<file path="config.mk">
export PLATFORM = sky130hd
export DESIGN_NAME = lsm_flat
export DESIGN_NICKNAME = d
export VERILOG_FILES = /design/src/rtl/lsm_pkg.sv /design/src/rtl/lsm_if.sv /design/src/rtl/lsm_load_align.sv /design/src/rtl/lsm.sv /design/src/flat_wrapper.sv
export SDC_FILE = /design/constraint.sdc
export NUM_CORES = 1
export LEC_CHECK = 0
export CELL_PAD_IN_SITES_DETAIL_PLACEMENT = 1
export CELL_PAD_IN_SITES_GLOBAL_PLACEMENT = 2
export CORE_MARGIN = 5
export CORE_UTILIZATION = 23
export CTS_CLUSTER_SIZE = 30
export DETAILED_ROUTE_END_ITERATION = 10
export PLACE_DENSITY = 0.88
export SLEW_MARGIN = 20
export SYNTH_ARGS = -nofsm -noshare
export SYNTH_HDL_FRONTEND = slang
export SYNTH_SLANG_ARGS = --single-unit
</file>
<file path="constraint.sdc">
create_clock -name clk_i -period 2.1 [get_ports clk_i]
set_input_delay 0.42 -clock clk_i [delete_from_list [all_inputs] [get_ports clk_i]]
set_output_delay 0.42 -clock clk_i [all_outputs]
set_load 0.05 [all_outputs]
</file>
<file path="src/rtl/lsm_pkg.sv">
// ============================================================================
//  Module      : lsm_pkg
//  Description : Shared types and constants for the load-store stage.
//  Revision    : 1.0 - initial release
// ============================================================================
`default_nettype none

package lsm_pkg;

    typedef enum logic [1:0] {
        IDLE     = 2'd0,
        REQUEST  = 2'd1,
        WAIT_ACK = 2'd2,
        DONE     = 2'd3
    } lsm_state_t;

    localparam logic [3:0] LS_SEL_BYTE = 4'b0001;
    localparam logic [3:0] LS_SEL_HALF = 4'b0011;
    localparam logic [3:0] LS_SEL_WORD = 4'b1111;

    // Halves must sit on even addresses, words on multiples of four.
    function automatic logic is_misaligned(input logic [3:0] sel, input logic [1:0] offset);
        logic res;
        res = 1'b0;
        if (sel == LS_SEL_HALF) begin
            res = offset[0];
        end else if (sel == LS_SEL_WORD) begin
            res = (offset != 2'b00);
        end
        return res;
    endfunction

endpackage

`default_nettype wire

</file>
<file path="src/rtl/lsm_if.sv">
// ============================================================================
//  Module      : lsm_if
//  Description : Pipelined Wishbone B4 bus between the load-store stage and memory.
//  Revision    : 1.0 - initial release
// ============================================================================
`default_nettype none

interface lsm_if;

    logic [31:0] adr;
    logic [31:0] dat_w;
    logic [31:0] dat_r;
    logic [3:0]  sel;
    logic        we;
    logic        stb;
    logic        cyc;
    logic        ack;
    logic        stall;

    modport master (
        output adr, dat_w, sel, we, stb, cyc,
        input  dat_r, ack, stall
    );

    modport slave (
        input  adr, dat_w, sel, we, stb, cyc,
        output dat_r, ack, stall
    );

endinterface

`default_nettype wire

</file>
<file path="src/rtl/lsm_load_align.sv">
// ============================================================================
//  Module      : lsm_load_align
//  Description : Shifts the addressed lanes of a load word down and extends them.
//  Revision    : 1.0 - initial release
// ============================================================================
`default_nettype none

module lsm_load_align
    import lsm_pkg::*;
(
    input  logic [31:0] i_data,
    input  logic [1:0]  i_offset,
    input  logic [3:0]  i_sel,
    input  logic        i_unsigned,
    output logic [31:0] o_data
);

    logic [31:0] w_shifted;

    assign w_shifted = i_data >> {i_offset, 3'b000};

    always_comb begin
        o_data = w_shifted;
        case (i_sel)
            LS_SEL_BYTE: o_data = {{24{~i_unsigned & w_shifted[7]}},  w_shifted[7:0]};
            LS_SEL_HALF: o_data = {{16{~i_unsigned & w_shifted[15]}}, w_shifted[15:0]};
            default:     o_data = w_shifted;
        endcase
    end

endmodule

`default_nettype wire

</file>
<file path="src/rtl/lsm.sv">
// ============================================================================
//  Module      : lsm
//  Description : Load-store stage between execute and write-back, one Wishbone
//                access per load/store. Optional macro LSM_MISALIGN_TRAP_EN
//                suppresses misaligned accesses and adds misaligned_o.
//  Revision    : 1.0 - initial release
// ============================================================================
`default_nettype none

module lsm
    import lsm_pkg::*;
(
    input  logic        clk_i,
    input  logic        rst_i,

    output logic        input_ready_o,
    input  logic        input_valid_i,
    input  logic [31:0] result_i,
    input  logic        ls_enable_i,
    input  logic        ls_write_i,
    input  logic [31:0] ls_write_data_i,
    input  logic [3:0]  ls_sel_i,
    input  logic        ls_unsigned_load_i,
    input  logic        reg_write_i,
    input  logic [4:0]  reg_addr_i,

    input  logic        output_ready_i,
    output logic        output_valid_o,
    output logic        reg_write_o,
    output logic [4:0]  reg_addr_o,
    output logic [31:0] reg_data_o,

    lsm_if.master       wb
`ifdef LSM_MISALIGN_TRAP_EN
    ,
    output logic        misaligned_o
`endif
);

    lsm_state_t  r_state, w_state_d;

    logic        r_valid,     w_valid_d;
    logic        r_reg_write, w_reg_write_d;
    logic [4:0]  r_reg_addr,  w_reg_addr_d;
    logic [31:0] r_reg_data,  w_reg_data_d;

    logic        r_cyc, w_cyc_d;
    logic        r_stb, w_stb_d;
    logic        r_we,  w_we_d;
    logic [3:0]  r_sel, w_sel_d;
    logic [31:0] r_adr, w_adr_d;
    logic [31:0] r_dat, w_dat_d;

    // Context of the in-flight access, needed when the ack returns.
    logic [1:0]  r_off,        w_off_d;
    logic [3:0]  r_ld_sel,     w_ld_sel_d;
    logic        r_uns,        w_uns_d;
    logic        r_pend_write, w_pend_write_d;
    logic [4:0]  r_pend_addr,  w_pend_addr_d;

    logic        w_accept;
    logic [3:0]  w_lane_sel;
    logic [31:0] w_load_data;

`ifdef LSM_MISALIGN_TRAP_EN
    logic        r_mis, w_mis_d;
    logic        w_misaligned;

    assign w_misaligned = is_misaligned(ls_sel_i, result_i[1:0]);
    assign misaligned_o = r_mis;
`endif

    assign input_ready_o = ~rst_i & (r_state == IDLE) & ~(r_valid & ~output_ready_i);
    assign w_accept      = input_valid_i & input_ready_o;
    // Lanes pushed past bit 3 are simply dropped.
    assign w_lane_sel    = ls_sel_i << result_i[1:0];

    lsm_load_align u_load_align (
        .i_data     (wb.dat_r),
        .i_offset   (r_off),
        .i_sel      (r_ld_sel),
        .i_unsigned (r_uns),
        .o_data     (w_load_data)
    );

    always_comb begin
        w_state_d      = r_state;
        w_valid_d      = r_valid & ~output_ready_i;
        w_reg_write_d  = r_reg_write;
        w_reg_addr_d   = r_reg_addr;
        w_reg_data_d   = r_reg_data;
        w_cyc_d        = r_cyc;
        w_stb_d        = r_stb;
        w_we_d         = r_we;
        w_sel_d        = r_sel;
        w_adr_d        = r_adr;
        w_dat_d        = r_dat;
        w_off_d        = r_off;
        w_ld_sel_d     = r_ld_sel;
        w_uns_d        = r_uns;
        w_pend_write_d = r_pend_write;
        w_pend_addr_d  = r_pend_addr;
`ifdef LSM_MISALIGN_TRAP_EN
        w_mis_d        = r_mis & ~output_ready_i;
`endif

        case (r_state)
            IDLE: begin
                if (w_accept) begin
                    if (!ls_enable_i) begin
                        w_valid_d     = 1'b1;
                        w_reg_write_d = reg_write_i & input_valid_i;
                        w_reg_addr_d  = reg_addr_i;
                        w_reg_data_d  = result_i;
`ifdef LSM_MISALIGN_TRAP_EN
                    end else if (w_misaligned) begin
                        w_valid_d     = 1'b1;
                        w_reg_write_d = 1'b0;
                        w_reg_addr_d  = reg_addr_i;
                        w_reg_data_d  = 32'd0;
                        w_mis_d       = 1'b1;
`endif
                    end else begin
                        w_state_d      = REQUEST;
                        w_cyc_d        = 1'b1;
                        w_stb_d        = 1'b1;
                        w_we_d         = ls_write_i;
                        w_adr_d        = {result_i[31:2], 2'b00};
                        w_sel_d        = w_lane_sel;
                        w_dat_d        = ls_write_data_i << {result_i[1:0], 3'b000};
                        w_off_d        = result_i[1:0];
                        w_ld_sel_d     = ls_sel_i;
                        w_uns_d        = ls_unsigned_load_i;
                        w_pend_write_d = reg_write_i & ~ls_write_i;
                        w_pend_addr_d  = reg_addr_i;
                    end
                end
            end

            REQUEST: begin
                if (!wb.stall) begin
                    w_stb_d   = 1'b0;
                    w_state_d = WAIT_ACK;
                    if (wb.ack) begin
                        w_cyc_d       = 1'b0;
                        w_state_d     = DONE;
                        w_valid_d     = 1'b1;
                        w_reg_write_d = r_pend_write;
                        w_reg_addr_d  = r_pend_addr;
                        w_reg_data_d  = r_we ? 32'd0 : w_load_data;
                    end
                end
            end

            WAIT_ACK: begin
                if (wb.ack) begin
                    w_cyc_d       = 1'b0;
                    w_state_d     = DONE;
                    w_valid_d     = 1'b1;
                    w_reg_write_d = r_pend_write;
                    w_reg_addr_d  = r_pend_addr;
                    w_reg_data_d  = r_we ? 32'd0 : w_load_data;
                end
            end

            DONE: begin
                if (output_ready_i) begin
                    w_state_d = IDLE;
                end
            end

            default: w_state_d = IDLE;
        endcase
    end

    always_ff @(posedge clk_i) begin
        if (rst_i) begin
            r_state      <= IDLE;
            r_valid      <= 1'b0;
            r_reg_write  <= 1'b0;
            r_reg_addr   <= 5'd0;
            r_reg_data   <= 32'd0;
            r_cyc        <= 1'b0;
            r_stb        <= 1'b0;
            r_we         <= 1'b0;
            r_sel        <= 4'd0;
            r_adr        <= 32'd0;
            r_dat        <= 32'd0;
            r_off        <= 2'd0;
            r_ld_sel     <= 4'd0;
            r_uns        <= 1'b0;
            r_pend_write <= 1'b0;
            r_pend_addr  <= 5'd0;
        end else begin
            r_state      <= w_state_d;
            r_valid      <= w_valid_d;
            r_reg_write  <= w_reg_write_d;
            r_reg_addr   <= w_reg_addr_d;
            r_reg_data   <= w_reg_data_d;
            r_cyc        <= w_cyc_d;
            r_stb        <= w_stb_d;
            r_we         <= w_we_d;
            r_sel        <= w_sel_d;
            r_adr        <= w_adr_d;
            r_dat        <= w_dat_d;
            r_off        <= w_off_d;
            r_ld_sel     <= w_ld_sel_d;
            r_uns        <= w_uns_d;
            r_pend_write <= w_pend_write_d;
            r_pend_addr  <= w_pend_addr_d;
        end
    end

`ifdef LSM_MISALIGN_TRAP_EN
    always_ff @(posedge clk_i) begin
        if (rst_i) begin
            r_mis <= 1'b0;
        end else begin
            r_mis <= w_mis_d;
        end
    end
`endif

    assign output_valid_o = r_valid;
    assign reg_write_o    = r_reg_write;
    assign reg_addr_o     = r_reg_addr;
    assign reg_data_o     = r_reg_data;

    assign wb.cyc   = r_cyc;
    assign wb.stb   = r_stb;
    assign wb.we    = r_we;
    assign wb.sel   = r_sel;
    assign wb.adr   = r_adr;
    assign wb.dat_w = r_dat;

endmodule

`default_nettype wire

</file>
<file path="src/flat_wrapper.sv">
// flat-port wrapper written by rule: the top's interface ports become plain ports
module lsm_flat import lsm_pkg::*;
  (clk_i, rst_i, input_ready_o, input_valid_i, result_i, ls_enable_i, ls_write_i, ls_write_data_i, ls_sel_i, ls_unsigned_load_i, reg_write_i, reg_addr_i, output_ready_i, output_valid_o, reg_write_o, reg_addr_o, reg_data_o, wb_adr, wb_dat_w, wb_sel, wb_we, wb_stb, wb_cyc, wb_dat_r, wb_ack, wb_stall);
  lsm_if wb_i ();
  input  logic clk_i;
  input  logic rst_i;
  output logic input_ready_o;
  input  logic input_valid_i;
  input  logic [31:0] result_i;
  input  logic ls_enable_i;
  input  logic ls_write_i;
  input  logic [31:0] ls_write_data_i;
  input  logic [3:0] ls_sel_i;
  input  logic ls_unsigned_load_i;
  input  logic reg_write_i;
  input  logic [4:0] reg_addr_i;
  input  logic output_ready_i;
  output logic output_valid_o;
  output logic reg_write_o;
  output logic [4:0] reg_addr_o;
  output logic [31:0] reg_data_o;
  output wire logic [$bits(wb_i.adr)-1:0] wb_adr;
  output wire logic [$bits(wb_i.dat_w)-1:0] wb_dat_w;
  output wire logic [$bits(wb_i.sel)-1:0] wb_sel;
  output wire logic [$bits(wb_i.we)-1:0] wb_we;
  output wire logic [$bits(wb_i.stb)-1:0] wb_stb;
  output wire logic [$bits(wb_i.cyc)-1:0] wb_cyc;
  input wire logic [$bits(wb_i.dat_r)-1:0] wb_dat_r;
  input wire logic [$bits(wb_i.ack)-1:0] wb_ack;
  input wire logic [$bits(wb_i.stall)-1:0] wb_stall;
  assign wb_adr = wb_i.adr;
  assign wb_dat_w = wb_i.dat_w;
  assign wb_sel = wb_i.sel;
  assign wb_we = wb_i.we;
  assign wb_stb = wb_i.stb;
  assign wb_cyc = wb_i.cyc;
  assign wb_i.dat_r = wb_dat_r;
  assign wb_i.ack = wb_ack;
  assign wb_i.stall = wb_stall;
  lsm u_core (.clk_i(clk_i), .rst_i(rst_i), .input_ready_o(input_ready_o), .input_valid_i(input_valid_i), .result_i(result_i), .ls_enable_i(ls_enable_i), .ls_write_i(ls_write_i), .ls_write_data_i(ls_write_data_i), .ls_sel_i(ls_sel_i), .ls_unsigned_load_i(ls_unsigned_load_i), .reg_write_i(reg_write_i), .reg_addr_i(reg_addr_i), .output_ready_i(output_ready_i), .output_valid_o(output_valid_o), .reg_write_o(reg_write_o), .reg_addr_o(reg_addr_o), .reg_data_o(reg_data_o), .wb(wb_i));
endmodule
</file>
==> flow_summary.json, run 1 <==
{
  "outcome": "complete, no violations",
  "first_pass_iters": 5,
  "grt_use_total_pct": 17.9,
  "rows": 60,
  "synth_mux_area_share_pct": 8.24,
  "htreeDepth": 4,
  "yosysUniqueCellTypes": 57,
  "crit_start": "u_core.reg_data_o[31]",
  "drive_above_1_share_pct": 15.1,
  "crit_buf_inv": 1,
  "grt_overflow": 0,
  "wirelength_um": 30200,
  "drtIter0Drc": 462,
  "design.core.area_mm2": 0.0269,
  "synth_area_per_cell_um2": 8.40,
  "power.leakage_nw": 3.54,
  "p_per_area_mw_per_mm2": 970,
  "critPathLaunchType": "flip-flop",
  "fill_cells": 3100,
  "tightest_slew_ns": 0.933,
  "grt_pass1_vias": 7128,
  "fin_crit_sh_pct": 98.5,
  "clock_skew_ns": 0.0170,
  "cts.clk_slew.worst_paths_ns": 0.06,
  "report.final.setup_viol": 0,
  "r2r_start": "u_core.r_state[0]",
  "cts_tree": "done",
  "synth_top_family_by_area": "compound AO/OA/AOI/OAI gates",
  "period_minus_slack_ns": 2.07,
  "syn_to_final_growth_pct": 59.8,
  "ant_nets": 0,
  "dpl.cell_count": 1279,
  "fin_area_mm2": 0.00998,
  "die_area_mm2": 0.0305,
  "grt.busiest_layer": "met2",
  "dpl_worst_slack_ns": -0.475,
  "grt_setup_unrepaired": "false",
  "cts_hold_buf": 0,
  "crit_family": "buffers and inverters",
  "crit_slowest_cell": "clkdlybuf4s50_1",
  "max_slew_margin_pct": 37.8,
  "pwr-share-seq_pct": 28.2,
  "floorplan.initialDensity_pct": 23.2,
  "grt_util_met3_pct": 4.80,
  "fp.dieW_um": 175,
  "comb_power_share_pct": 39.3,
  "maxCapViolations": 0,
  "max_clock_freq_ghz": 0.483,
  "grt_pass1_wl_um": 43100,
  "grt_util_met1_pct": 21.9,
  "cts_inserted_buffers": 17,
  "clk_path_buf_depth": 2,
  "syn-instance-count": 743,
  "critPathCaptureType": "primary output",
  "cp.arrival_ns": 1.65,
  "crit_required_ns": 1.68,
  "yosys.area.top_type": "dfxtp_1",
  "io_buffers": 223,
  "yosys_most_used_dff": "dfxtp_1",
  "worstPathCellList": "clkdlybuf4s50_1",
  "finalNetCount": 1085,
  "whs_ns": 0.438,
  "use_met2_pct": 30.2,
  "async_reset_ff_share_pct": 0,
  "min-delay-path-class": "in2reg",
  "grt_max_degree": 81,
  "viasPerCell": 5.30,
  "synth_area_mm2": 0.00624,
  "gp_congestion": 0.820,
  "synth_seq_cells": 123,
  "synth_edf_count": 0,
  "synth_common_cells": "a21oi_1, dfxtp_1, o21ai_0",
  "synth_compound_area_share_pct": 31.3,
  "cts-root-buf": "clkbuf_16",
  "cpPeakStageDelay_ns": 0.84,
  "p_switching_w": 0.00371,
  "hp-start": "ls_enable_i",
  "timing_worst_setup_path_type": "reg2out",
  "intPower_w": 0.00597,
  "peakVddDrop_mv": 0.437,
  "cp_max_fo": 2,
  "wl_per_cell_um": 22.9,
  "finalHoldViolCount": 0,
  "slew_viol_final": 0,
  "die_y_um": 175,
  "timing.final.ws_setup_ns": 0.0311,
  "vias": 7010,
  "drc": 0,
  "yosysSeqAreaShare_pct": 39.4,
  "clock_latency_ns": 0.43,
  "sw_frac_of_total_pct": 38.3,
  "ys_warn_count": 0,
  "yosys.area.top_type_share_pct": 39.4,
  "synth_adder_area_share_pct": 1.00,
  "synthTopCellsByArea": "dfxtp_1, a21oi_1, mux2i_1",
  "power_frac_clock_pct": 32.5,
  "dp_hpwl_um": 20900,
  "post_dp_cell_area_mm2": 0.00913,
  "synthXorXnorAreaFrac_pct": 0,
  "instances_no_fill": 1322,
  "cts_sinks": 123,
  "synth_most_common_cell": "a21oi_1",
  "antenna_found_initial": 5,
  "synthSimpleGateAreaFrac_pct": 12.4,
  "tns_ns": 0,
  "io_pins": 226
}
cell usage in the layout (no fill, tap or decap), drive strengths merged, types with 3 or more instances in the layout:
cell type / count
clkdlybuf4s50: 205
a21oi: 132
dfxtp: 123
buf: 75
o21ai: 72
nand3: 52
mux2i: 39
inv: 30
a311oi: 25
nand2: 24
a211oi: 24
clkbuf: 22
nor2b: 14
nor2: 13
or4: 9
nand4: 9
a22oi: 9
mux2: 9
o2111ai: 9
o32a: 8
o221ai: 7
a211o: 7
a32oi: 7
ha: 5
clkinvlp: 4
and2: 4
diode: 3
bufinv: 3
dlymetal6s2s: 3
nand2b: 3
nor4b: 3
clkinv: 3
state kept, by name, summed over array words and instances, names as in the netlist, 2 cells and up:
register and flops:
u_core.reg_data_o 32, u_core.r_off 2, u_core.reg_addr_o 5, u_core.r_pend_addr 5, u_core.wb.adr 30, u_core.wb.dat_w 32
u_core.r_ld_sel 4, u_core.r_state 2, u_core.wb.sel 4
per-layer routing:
| layer | wire [um] | up-vias |
|---|---|---|
| met4 | 732 | 4 |
| met2 | 14900 | 252 |
| met5 | 19 | - |
| met3 | 1910 | 46 |
| li1 | - | 3247 |
| met1 | 12600 | 3461 |
power by group through the flow:
| stage | clock [W] | combinational, W | sequential, W |
|---|---|---|---|
| finish | 0.00315 | 0.00380 | 0.00273 |
| global route | 0.00330 | 0.00399 | 0.00277 |
| CTS | 0.00318 | 0.00347 | 0.00273 |
| detailed placement | 0 | 0.00345 | 0.00278 |
| global placement | 0 | 0.00341 | 0.00277 |
| floorplan | 0 | 0.00123 | 0.00356 |
cell type report:
| class | count | area [um2] | area share, % |
|---|---|---|---|
| diodes | 3 | 7.51 | 0.0753 |
| clock buffers | 17 | 425 | 4.26 |
| clock inverters | 15 | 186 | 1.87 |
| inverters | 25 | 93.8 | 0.941 |
| multi-input cells | 510 | 3390 | 34.0 |
| flip-flops and latches | 123 | 2460 | 24.7 |
| well taps | 341 | 427 | 4.28 |
| repair buffers | 288 | 2980 | 29.9 |
worst paths after layout:
| kind | end | slack [ns] | cells after the start |
|---|---|---|---|
| setup / recovery | reg_data_o[31] | 0.03 | 1 |
| hold / removal | u_core.output_valid_o | 0.44 | 3 |
| setup reg to reg | u_core.reg_write_o | 0.06 | 9 |
| hold reg to reg | u_core.r_pend_write | 0.47 | 2 |
stage by stage:
| stage | power [W] | utilization (%) |
|---|---|---|
| after global placement | 0.00618 | 34.0 |
| after floorplan | 0.00478 | - |
| final | 0.00968 | 37.1 |
| after global routing | 0.0101 | 37.1 |
| after detailed placement | 0.00623 | 34.0 |
| after CTS | 0.00939 | 36.3 |
cells by family after synthesis:
logic type      Yosys count
simple gates            140
compound gates          314
flops                   123
buf+inv                 111
fa+ha+maj                 5
other cells               1
mux                      49
what timing repair did:
action                                  4_1_cts  5_1_grt
pin swaps                                     0        2
cloned                                        0        8
endpoints found under the setup margin       28       41
setup buffers                                 0        0
resized for setup                             3       18
Power figures use the tool's default switching activity.
==> inputs of run 2 (changes only) <==
CORE_UTILIZATION = 25   (was 23)
PLACE_DENSITY = 0.91   (was 0.88)
clock period = 2.25 ns   (was 2.1 ns; I/O delays follow)
==> run 2 against run 1 <==
- via count shrank 2.7%
- critical path depth is the same
- hold slack better by 0.039 ns
- non-clock buffer count fell by 10
- design area shrank 2.1%
- utilization up 2.8 points
- setup slack improved by 0.11 ns
- clock power shrank 3%
- first-iteration DRC count decreased by 14%
- final cell count down 2.3%
- wire length decreased by 9.2%
- clock skew fell by 0.0054 ns
- highest routed layer unchanged
==> flow_summary.json, run 2 (same netlist as run 1, synthesis figures left out) <==
{
  "timing_worst_setup_path_type": "reg2out",
  "intPower_w": 0.00560,
  "finalNetCount": 1075,
  "grt_overflow": 0,
  "viasPerCell": 5.28,
  "p_per_area_mw_per_mm2": 903,
  "cts_sinks": 123,
  "gp_congestion": 0.816,
  "final_common_cell": "clkdlybuf4s50_1",
  "cts-root-buf": "clkbuf_16",
  "grt_pass1_wl_um": 41500,
  "syn_to_final_growth_pct": 56.4,
  "crit_buf_inv": 1,
  "fp.dieW_um": 168,
  "drc": 0,
  "ant_nets": 0,
  "post_dp_cell_area_mm2": 0.00907,
  "dpl_worst_slack_ns": -0.368,
  "grt_use_total_pct": 18.6,
  "design.core.area_mm2": 0.0245,
  "final_util_pct": 39.9,
  "cp_max_fo": 3,
  "sw_frac_of_total_pct": 36.5,
  "tightest_slew_ns": 0.724,
  "fin_area_mm2": 0.00976,
  "io_pins": 226,
  "mostFrequentLayoutCells": "clkdlybuf4s50_1, a21oi_1, dfxtp_1",
  "min-delay-path-class": "reg2reg",
  "floorplan.initialDensity_pct": 25.5,
  "wl_per_cell_um": 21.2,
  "worstPathCellList": "clkdlybuf4s50_1",
  "period_minus_slack_ns": 2.11,
  "cts_hold_buf": 0,
  "wirelength_um": 27400,
  "antenna_cells": 0,
  "p_switching_w": 0.00322,
  "antenna_found_initial": 2,
  "clock_skew_ns": 0.0116,
  "crit_family": "buffers and inverters",
  "rows": 57,
  "timing.final.ws_setup_ns": 0.138,
  "fin_crit_sh_pct": 93.9,
  "clk_path_buf_depth": 2,
  "cts_inserted_buffers": 17,
  "first_pass_iters": 5,
  "power.leakage_nw": 3.39,
  "cpPeakStageDelay_ns": 0.86,
  "max_clock_freq_ghz": 0.474,
  "io_buffers": 223,
  "finalHoldViolCount": 0,
  "cts_setup_buffers": 0,
  "peakVddDrop_mv": 0.399,
  "crit_required_ns": 1.80,
  "drive_above_1_share_pct": 12.3,
  "die_y_um": 168,
  "outcome": "complete, no violations",
  "maxCapViolations": 0,
  "cp.arrival_ns": 1.66,
  "critPathLaunchType": "flip-flop",
  "grt_max_degree": 68,
  "power_frac_clock_pct": 34.8,
  "die_area_mm2": 0.0282,
  "report.final.setup_viol": 0,
  "crit_slowest_cell": "clkdlybuf4s50_1",
  "pwr-share-seq_pct": 29.0,
  "comb_power_share_pct": 36.2,
  "drtIter0Drc": 397,
  "grt_pass1_vias": 6982,
  "cts.clk_slew.worst_paths_ns": 0.06,
  "critPathCaptureType": "primary output",
  "vias": 6820,
  "max_slew_margin_pct": 51.7,
  "htreeDepth": 4,
  "dp_hpwl_um": 20000,
  "clock_latency_ns": 0.43,
  "cts_tree": "done",
  "slew_viol_final": 0
}
[run 2: cell count changes in the layout (fill, tap and decap cells not counted), moves of 4 or more]
cell	before	now
clkdlybuf4s50_1	205	219
buf_4	53	44
buf_6	4	0
clkbuf_16	22	18
inv_6	6	2
[run 2: final cells by class]
cell class	count	area [um2]
Inverter	25	93.8
Fill cell	2841	14700
Timing Repair Buffer	278	2800
Clock buffer	18	429
Multi-Input combinational cell	510	3350
Sequential cell	123	2460
Clock inverter	14	219
Tap cell	324	405
[run 2: power groups by stage]
stage	Clock (W)	Sequential (W)	Combinational, W
5_1_grt	0.00321	0.00259	0.00337
2_1_floorplan	0	0.00332	0.00114
3_5_place_dp	0	0.00260	0.00316
6_report	0.00307	0.00256	0.00319
3_3_place_gp	0	0.00260	0.00313
4_1_cts	0.00313	0.00256	0.00318
[run 2: worst paths after layout]
check / from / to / slack [ns] / depth (start not counted)
setup reg to reg: u_core.r_state[1] / u_core.reg_data_o[2] / 0.14 / 8
hold reg to reg: u_core.wb.adr[19] / u_core.wb.adr[19] / 0.48 / 2
hold / removal: u_core.wb.adr[19] / u_core.wb.adr[19] / 0.48 / 2
setup / recovery: u_core.wb.we / wb_we / 0.14 / 1
[run 2: per-stage QoR]
step / total power (W) / std cells / hold slack [ns] / TNS [ns]
floorplan: 0.00446 / 744 / 0.450 / 0
global placement: 0.00573 / 1259 / 0.458 / -14.87
detailed placement: 0.00576 / 1259 / 0.467 / -18.27
CTS: 0.00886 / 1291 / 0.476 / 0
global route: 0.00918 / 1292 / 0.492 / -0.0845
finish: 0.00881 / 1292 / 0.477 / 0
[run 2: per-layer routing]
metal	part of all wire [%]	up-vias	global-route usage, %
met1	43	3339	23.2
met4	3.1	4	7.30
li1	-	3225	-
met2	47	203	30.2
met5	0.15	-	0
met3	6.8	49	5.79
[run 2: repair_timing]
action | in CTS | in global routing
pin swaps | 0 | 0
gates resized for setup | 4 | 5
endpoints found under the setup margin | 11 | 77
cloned | 0 | 1
hold endpoints to repair | 0 | 0
